`src/rtl/mips_pipe_pkg.sv`:
```
// mips_pipe_pkg: definitions shared by the hazard detection unit and the
// pipeline register controller.
//   haz_state_t - hazard FSM states; the encoding doubles as the hazType code
//   HAZ_*       - hazType codes seen by the pipeline register controller
//   REG_W       - register specifier width; REG_ZERO is the hardwired $0
package mips_pipe_pkg;

  localparam int unsigned REG_W = 5;
  localparam logic [REG_W-1:0] REG_ZERO = '0;

  localparam logic [1:0] HAZ_NONE    = 2'b00;  // no hazard
  localparam logic [1:0] HAZ_LOADUSE = 2'b01;  // stall PC and IF_ID, bubble into EX
  localparam logic [1:0] HAZ_FLUSH   = 2'b10;  // branch/jump flush
  localparam logic [1:0] HAZ_MEMWAIT = 2'b11;  // stall all stages, no bubble

  typedef enum logic [1:0] {
    ST_RUN     = HAZ_NONE,
    ST_LDUSE   = HAZ_LOADUSE,
    ST_FLUSH   = HAZ_FLUSH,
    ST_MEMWAIT = HAZ_MEMWAIT
  } haz_state_t;

  function automatic logic [1:0] haz_code(haz_state_t s);
    return logic'(s[1]) ? {1'b1, s[0]} : {1'b0, s[0]};
  endfunction

endpackage

```
`src/rtl/hazard_cmp.sv`:
```
// hazard_cmp: combinational load-use comparator.
// Ports:
//   i_if_id_rs, i_if_id_rt : source registers of the instruction in ID
//   i_id_ex_rt             : destination register of the instruction in EX
//   i_id_ex_memread        : instruction in EX is a load
//   o_load_use             : ID reads the register the EX load will write
//                            ($0 never creates a dependency)
module hazard_cmp
  import mips_pipe_pkg::*;
(
  input  logic [REG_W-1:0] i_if_id_rs,
  input  logic [REG_W-1:0] i_if_id_rt,
  input  logic [REG_W-1:0] i_id_ex_rt,
  input  logic             i_id_ex_memread,
  output logic             o_load_use
);

  logic w_rs_match;
  logic w_rt_match;

  always_comb begin
    w_rs_match = (i_id_ex_rt == i_if_id_rs);
    w_rt_match = (i_id_ex_rt == i_if_id_rt);
    o_load_use = i_id_ex_memread && (i_id_ex_rt != REG_ZERO) && (w_rs_match || w_rt_match);
  end

endmodule

```
`src/rtl/hazard_detect_unit.sv`:
```
// hazard_detect_unit: pipeline hazard FSM producing a registered hazard code.
// Parameters:
//   FLUSH_CYCLES : cycles the branch/jump flush state is held (1..3)
//   CNT_W        : width of the optional performance counters
// Ports:
//   Clk, Rst_n           : clock, synchronous active-low reset
//   IF_ID_Rs, IF_ID_Rt   : source registers of the instruction in ID
//   ID_EX_Rt             : destination register of the instruction in EX
//   ID_EX_MemRead        : instruction in EX is a load
//   BranchTaken, Jump    : branch resolved taken in EX / jump decoded in ID
//   EX_MEM_MemAcc        : load/store occupying MEM
//   MemReady             : data memory completes the access this cycle
//   hazType              : 00 none, 01 load-use, 10 flush, 11 memory wait
//   hazBusy              : hazType != 00
// Optional build macro HAZ_PERF_CNT_EN adds stallCnt (cycles in load-use or
// memory wait) and flushCnt (cycles in flush), both saturating at all-ones.
module hazard_detect_unit
  import mips_pipe_pkg::*;
#(
  parameter int unsigned FLUSH_CYCLES = 1,
  parameter int unsigned CNT_W        = 16
) (
  input  logic             Clk,
  input  logic             Rst_n,
  input  logic [REG_W-1:0] IF_ID_Rs,
  input  logic [REG_W-1:0] IF_ID_Rt,
  input  logic [REG_W-1:0] ID_EX_Rt,
  input  logic             ID_EX_MemRead,
  input  logic             BranchTaken,
  input  logic             Jump,
  input  logic             EX_MEM_MemAcc,
  input  logic             MemReady,
  output logic [1:0]       hazType,
  output logic             hazBusy
`ifdef HAZ_PERF_CNT_EN
  ,
  output logic [CNT_W-1:0] stallCnt,
  output logic [CNT_W-1:0] flushCnt
`endif
);

  if (FLUSH_CYCLES < 1 || FLUSH_CYCLES > 3) begin : g_bad_flush_cycles
    $error("hazard_detect_unit: FLUSH_CYCLES must be 1..3");
  end
  if (CNT_W < 1) begin : g_bad_cnt_w
    $error("hazard_detect_unit: CNT_W must be at least 1");
  end

  localparam logic [1:0] FC_LOAD = 2'(FLUSH_CYCLES);

  haz_state_t r_state;
  haz_state_t w_next;
  logic [1:0] r_flush_cnt;
  logic       r_branch_pend;
  logic       w_load_use;
  logic       w_branch;
  logic       w_mem_stall;
  logic       w_reload;

  hazard_cmp u_cmp (
    .i_if_id_rs      (IF_ID_Rs),
    .i_if_id_rt      (IF_ID_Rt),
    .i_id_ex_rt      (ID_EX_Rt),
    .i_id_ex_memread (ID_EX_MemRead),
    .o_load_use      (w_load_use)
  );

  always_comb begin
    w_branch    = BranchTaken | Jump;
    w_mem_stall = EX_MEM_MemAcc & ~MemReady;
    w_next      = ST_RUN;
    case (r_state)
      ST_MEMWAIT: begin
        // Only MemReady ends the wait; a branch seen now or earlier flushes next.
        if (!MemReady)                       w_next = ST_MEMWAIT;
        else if (r_branch_pend || w_branch)  w_next = ST_FLUSH;
        else                                 w_next = ST_RUN;
      end
      ST_LDUSE: begin
        // loadUse masked: the pair that caused this stall must not re-trigger it.
        if (w_mem_stall)   w_next = ST_MEMWAIT;
        else if (w_branch) w_next = ST_FLUSH;
        else               w_next = ST_RUN;
      end
      ST_FLUSH: begin
        if (w_mem_stall)             w_next = ST_MEMWAIT;
        else if (w_branch)           w_next = ST_FLUSH;
        else if (r_flush_cnt > 2'd1) w_next = ST_FLUSH;
        else if (w_load_use)         w_next = ST_LDUSE;
        else                         w_next = ST_RUN;
      end
      default: begin
        if (w_mem_stall)     w_next = ST_MEMWAIT;
        else if (w_branch)   w_next = ST_FLUSH;
        else if (w_load_use) w_next = ST_LDUSE;
        else                 w_next = ST_RUN;
      end
    endcase
    // Counter reloads on flush entry and on any new branch/jump while flushing.
    w_reload = (w_next == ST_FLUSH) && ((r_state != ST_FLUSH) || w_branch);
  end

  always_ff @(posedge Clk) begin
    if (!Rst_n) begin
      r_state       <= ST_RUN;
      r_flush_cnt   <= '0;
      r_branch_pend <= 1'b0;
    end else begin
      r_state <= w_next;
      if (w_next == ST_FLUSH) begin
        r_flush_cnt <= w_reload ? FC_LOAD : (r_flush_cnt - 2'd1);
      end
      if (w_next == ST_FLUSH) begin
        r_branch_pend <= 1'b0;
      end else if (r_state == ST_MEMWAIT && w_branch) begin
        r_branch_pend <= 1'b1;
      end
    end
  end

  always_comb begin
    hazType = haz_code(r_state);
    hazBusy = (r_state != ST_RUN);
  end

`ifdef HAZ_PERF_CNT_EN
  logic [CNT_W-1:0] r_stall_cnt;
  logic [CNT_W-1:0] r_flush_perf;

  always_ff @(posedge Clk) begin
    if (!Rst_n) begin
      r_stall_cnt  <= '0;
      r_flush_perf <= '0;
    end else begin
      if ((r_state == ST_LDUSE || r_state == ST_MEMWAIT) && r_stall_cnt != '1) begin
        r_stall_cnt <= r_stall_cnt + 1'b1;
      end
      if (r_state == ST_FLUSH && r_flush_perf != '1) begin
        r_flush_perf <= r_flush_perf + 1'b1;
      end
    end
  end

  assign stallCnt = r_stall_cnt;
  assign flushCnt = r_flush_perf;
`endif

endmodule

```
`config.mk`:
```
export PLATFORM = sky130hd
export DESIGN_NAME = hazard_detect_unit
export DESIGN_NICKNAME = d
export VERILOG_FILES = /design/src/rtl/mips_pipe_pkg.sv /design/src/rtl/hazard_cmp.sv /design/src/rtl/hazard_detect_unit.sv
export SDC_FILE = /design/constraint.sdc
export NUM_CORES = 1
export LEC_CHECK = 0
export CORE_UTILIZATION = 32
export DETAILED_ROUTE_END_ITERATION = 10
export PLACE_DENSITY_LB_ADDON = 0.05
export SYNTH_ARGS = -nofsm -noshare
export SYNTH_HDL_FRONTEND = slang
export SYNTH_SLANG_ARGS = --single-unit
```
`constraint.sdc`:
```
create_clock -name Clk -period 1.3 [get_ports Clk]
set_input_delay 0.325 -clock Clk [delete_from_list [all_inputs] [get_ports Clk]]
set_output_delay 0.325 -clock Clk [all_outputs]
set_load 0.01 [all_outputs]
```
==> run summary <==
STA
• **post-route clock skew** 0.00151 ns
• **final period demand of the worst path** 1.32 ns
• **final period utilization** 1.02
• **worst-margin pin slew** 0.266 ns
• **min setup slack post-route** -0.0198 ns
• **f_max** 0.758 GHz
• **Final Hold Violating Endpoints** 0
• **unrepaired setup endpoints after global routing** yes
• **number of setup violations in the final report** 2
• **final setup TNS** -0.0282 ns
• **Slew Viols, Final** 0
• **worst slew margin relative to its limit** 0.823

Worst setup path
• **WS Path Type** flip-flop to flip-flop
• **CP Data Arrival Time** 1.48 ns
• **sum of buffers and inverters on the critical path** 1
• **critical path launch point type** flip-flop
• **Max stage delay on crit path** 0.34 ns
• **Critical Path End Type** flip-flop
• **gate family responsible for the most delay along the worst path** simple AND/OR/NAND/NOR gates
• **critical path data required time** 1.46 ns
• **largest driver fanout on the critical path** 3
• **crit path cell chain** inv_2 -> ha_4 -> and4bb_4 -> o21ai_2 -> nand2_2 -> mux2i_1
• **slowest cell on the critical path** sky130_fd_sc_hd__and4bb_4

Floorplanning
• **row cnt** 12
• **area of the core** 1170 um2
• **horizontal extent of the die** 38.6 um
• **starting density of the core** 0.366
• **num ports** 25
• **vertical die dimension** 38.6 um
• **Die Outline Area** 1490 um2

Logic synthesis
• **share of flip-flops with an asynchronous set or reset after synthesis** 0
• **number of distinct library cells after synthesis** 23
• **number of synthesized register bits** 5
• **part of the Yosys area used for sequential elements** 0.233
• **Most used DFF post-synth** sky130_fd_sc_hd__dfxtp_1
• **Mapped Area** 429 um2
• **top cells by instance count after synthesis** 10 x sky130_fd_sc_hd__xor2_1, 7 x sky130_fd_sc_hd__nor3_1, 5 x sky130_fd_sc_hd__dfxtp_1
• **nets in the synthesized netlist** 77
• **number of flops mapped to enable cells by yosys** 0
• **YS warnings** 0
• **dominant cell type by area after synthesis** sky130_fd_sc_hd__dfxtp_1
• **dominant cell by count in the synthesized netlist** sky130_fd_sc_hd__xor2_1
• **area share of the leading cell type in the synthesized netlist** 0.233
• **synthesized area per cell** 7.95 um2
• **synthesized netlist cell count** 54
• **Area contributors post-synth** sky130_fd_sc_hd__dfxtp_1 23%, sky130_fd_sc_hd__xor2_1 20%, sky130_fd_sc_hd__nor3_1 8.2%, sky130_fd_sc_hd__o31ai_4 5.0%, sky130_fd_sc_hd__and4bb_4 3.8%

Finish
• **fraction of layout cells with a size suffix above 1** 0.352
• **signed area change from the synthesized netlist to the final layout** 101%
• **Non-Filler Cell Area, Final** 861 um2
• **post-route core utilization** 0.735
• **final net count** 115
• **count of inserted antenna diode cells** 0

Clock tree
• **hold_buf cts** 0
• **number of sinks driven by the clock tree** 5
• **number of buffers created by CTS** 3
• **CTS clk-pin slew, worst paths** 0.04 ns
• **master cell of the clock root buffer** sky130_fd_sc_hd__clkbuf_4
• **clock tree from TritonCTS** done
• **clock network latency to the later pin of the worst-skew pair** 0.23 ns
• **Max Root-Sink Buffers** 2
• **depth of the CTS H-tree** 1

Global route
• **first-pass GRT wire length** 1810 um
• **antenna violations before repair** 0
• **number of global-route vias before repair** 429
• **pin count of the biggest net entering global routing** 9
• **Total GRT Usage** 0.180
• **overflow left after global routing** 0

Routing
• **average via count per standard cell** 4.81
• **wire length per cell after detailed routing** 11.2 um
• **count of vias placed by the detailed router** 505
• **Routed Wire Length** 1180 um
• **Residual DRC** 0
• **post-route ant nets** 0
• **number of detailed-routing iterations run before antenna repair** 4
• **1st-iter DRT viols** 8

Place
• **area of placed instances** 754 um2
• **Buffers on Ports** 24
• **HPWL after detailed placement** 876 um
• **gpl congestion** 0.759

Worst hold path
• **type of the most critical hold path** flip-flop to flip-flop

Power
• **LEAKAGE** 0.000375 uW
• **worst-case vdd ir drop** 0.530 mV
• **Pwr per Cell Area** 638 nW/um2

Job
• **max-capacitance violation count** 0

Run status
• **violations in the final reports** setup timing
• **outcome** finished with violations

-- layout by cell type (no fill, tap or decap), drive strengths merged, types with 2 or more instances in the layout --
master,instances
nor3,7
or2,2
clkbuf,5
a31oi,2
dlygate4sd2,2
inv,3
dfxtp,5
clkdlybuf4s50,17
a21oi,2
xor2,10
dlymetal6s2s,4
nand3,2
buf,11
nand2,5
nor2,4
-- flip-flops by register name, summed over array words and instances (netlist names) --
register and count:
r_branch_pend 1, r_flush_cnt 2, r_state 2
-- final cells by class --
class                   count  area, um2
clock buffers               4       26.3
fillers                    97        310
inverters                   3       11.3
multi-input cells          44        374
flip-flops and latches      5        106
well taps                  14       17.5
repair buffers             35        325
-- worst reg2reg max path: stages (launching register included) --
cell                       delay, ns
sky130_fd_sc_hd__dfxtp_2        0.33
sky130_fd_sc_hd__inv_2          0.04
sky130_fd_sc_hd__ha_4           0.14
sky130_fd_sc_hd__and4bb_4       0.34
sky130_fd_sc_hd__o21ai_2        0.08
sky130_fd_sc_hd__nand2_2        0.13
sky130_fd_sc_hd__mux2i_1        0.18
-- final timing paths --
kind	from	end	slack (ns)	depth (start not counted)
setup / recovery	r_flush_cnt[1]$_SDFFE_PN0N_	r_flush_cnt[1]$_SDFFE_PN0N_	-0.02	6
hold / removal	r_branch_pend$_SDFFE_PP0P_	r_branch_pend$_SDFFE_PP0P_	0.54	2
setup reg to reg	r_flush_cnt[1]$_SDFFE_PN0N_	r_flush_cnt[1]$_SDFFE_PN0N_	-0.02	6
hold reg to reg	r_branch_pend$_SDFFE_PP0P_	r_branch_pend$_SDFFE_PP0P_	0.54	2
-- metal layers --
| layer | GRT usage | routed length (um) | vias up | part of all wire |
|---|---|---|---|---|
| met2 | 0.288 | 542 | 22 | 0.46 |
| met3 | 0.0520 | 63 | 0 | 0.053 |
| met4 | 0.0259 | 0 | 0 | 0 |
| met1 | 0.242 | 572 | 222 | 0.49 |
| met5 | 0 | 0 | - | 0 |
| li1 | - | - | 261 | - |
-- kinds of logic (layout without fill, tap and decap cells) --
group	after synthesis	count (layout)	synth area share
buffers and inverters	5	42	0.0496
AND/OR/NAND/NOR	22	22	0.271
flip-flops	5	5	0.233
XOR/XNOR	10	10	0.204
AO/OA/AOI/OAI	10	10	0.190
multiplexers	1	1	0.0233
adder cells (fa/ha/maj)	1	1	0.0291
-- per-stage QoR --
| stage | hold slack [ns] | instances | total power [uW] | setup slack [ns] |
|---|---|---|---|---|
| final | 0.542 | 105 | 549 | -0.0198 |
| after global routing | 0.571 | 105 | 586 | -0.0769 |
| after CTS | 0.542 | 105 | 545 | -0.0361 |
| after detailed placement | 0.533 | 100 | 361 | -0.392 |
| after global placement | 0.525 | 100 | 361 | -0.363 |
| after floorplan | 0.438 | 54 | 242 | 0.0214 |
-- timing repair --
item                       in CTS  in global routing
buffers inserted                1                  0
setup endpoints to repair       8                  5
resized for setup              12                 13
hold endpoints to repair        0                  0
pin swaps                       3                  9
-- power breakdown --
part | total, uW | internal, uW | switching (uW)
clock | 173 | 116 | 57.5
combinational | 208 | 125 | 82.6
sequential | 168 | 161 | 7.07
total | 549 | 402 | 147
Power figures use the tool's default switching activity.
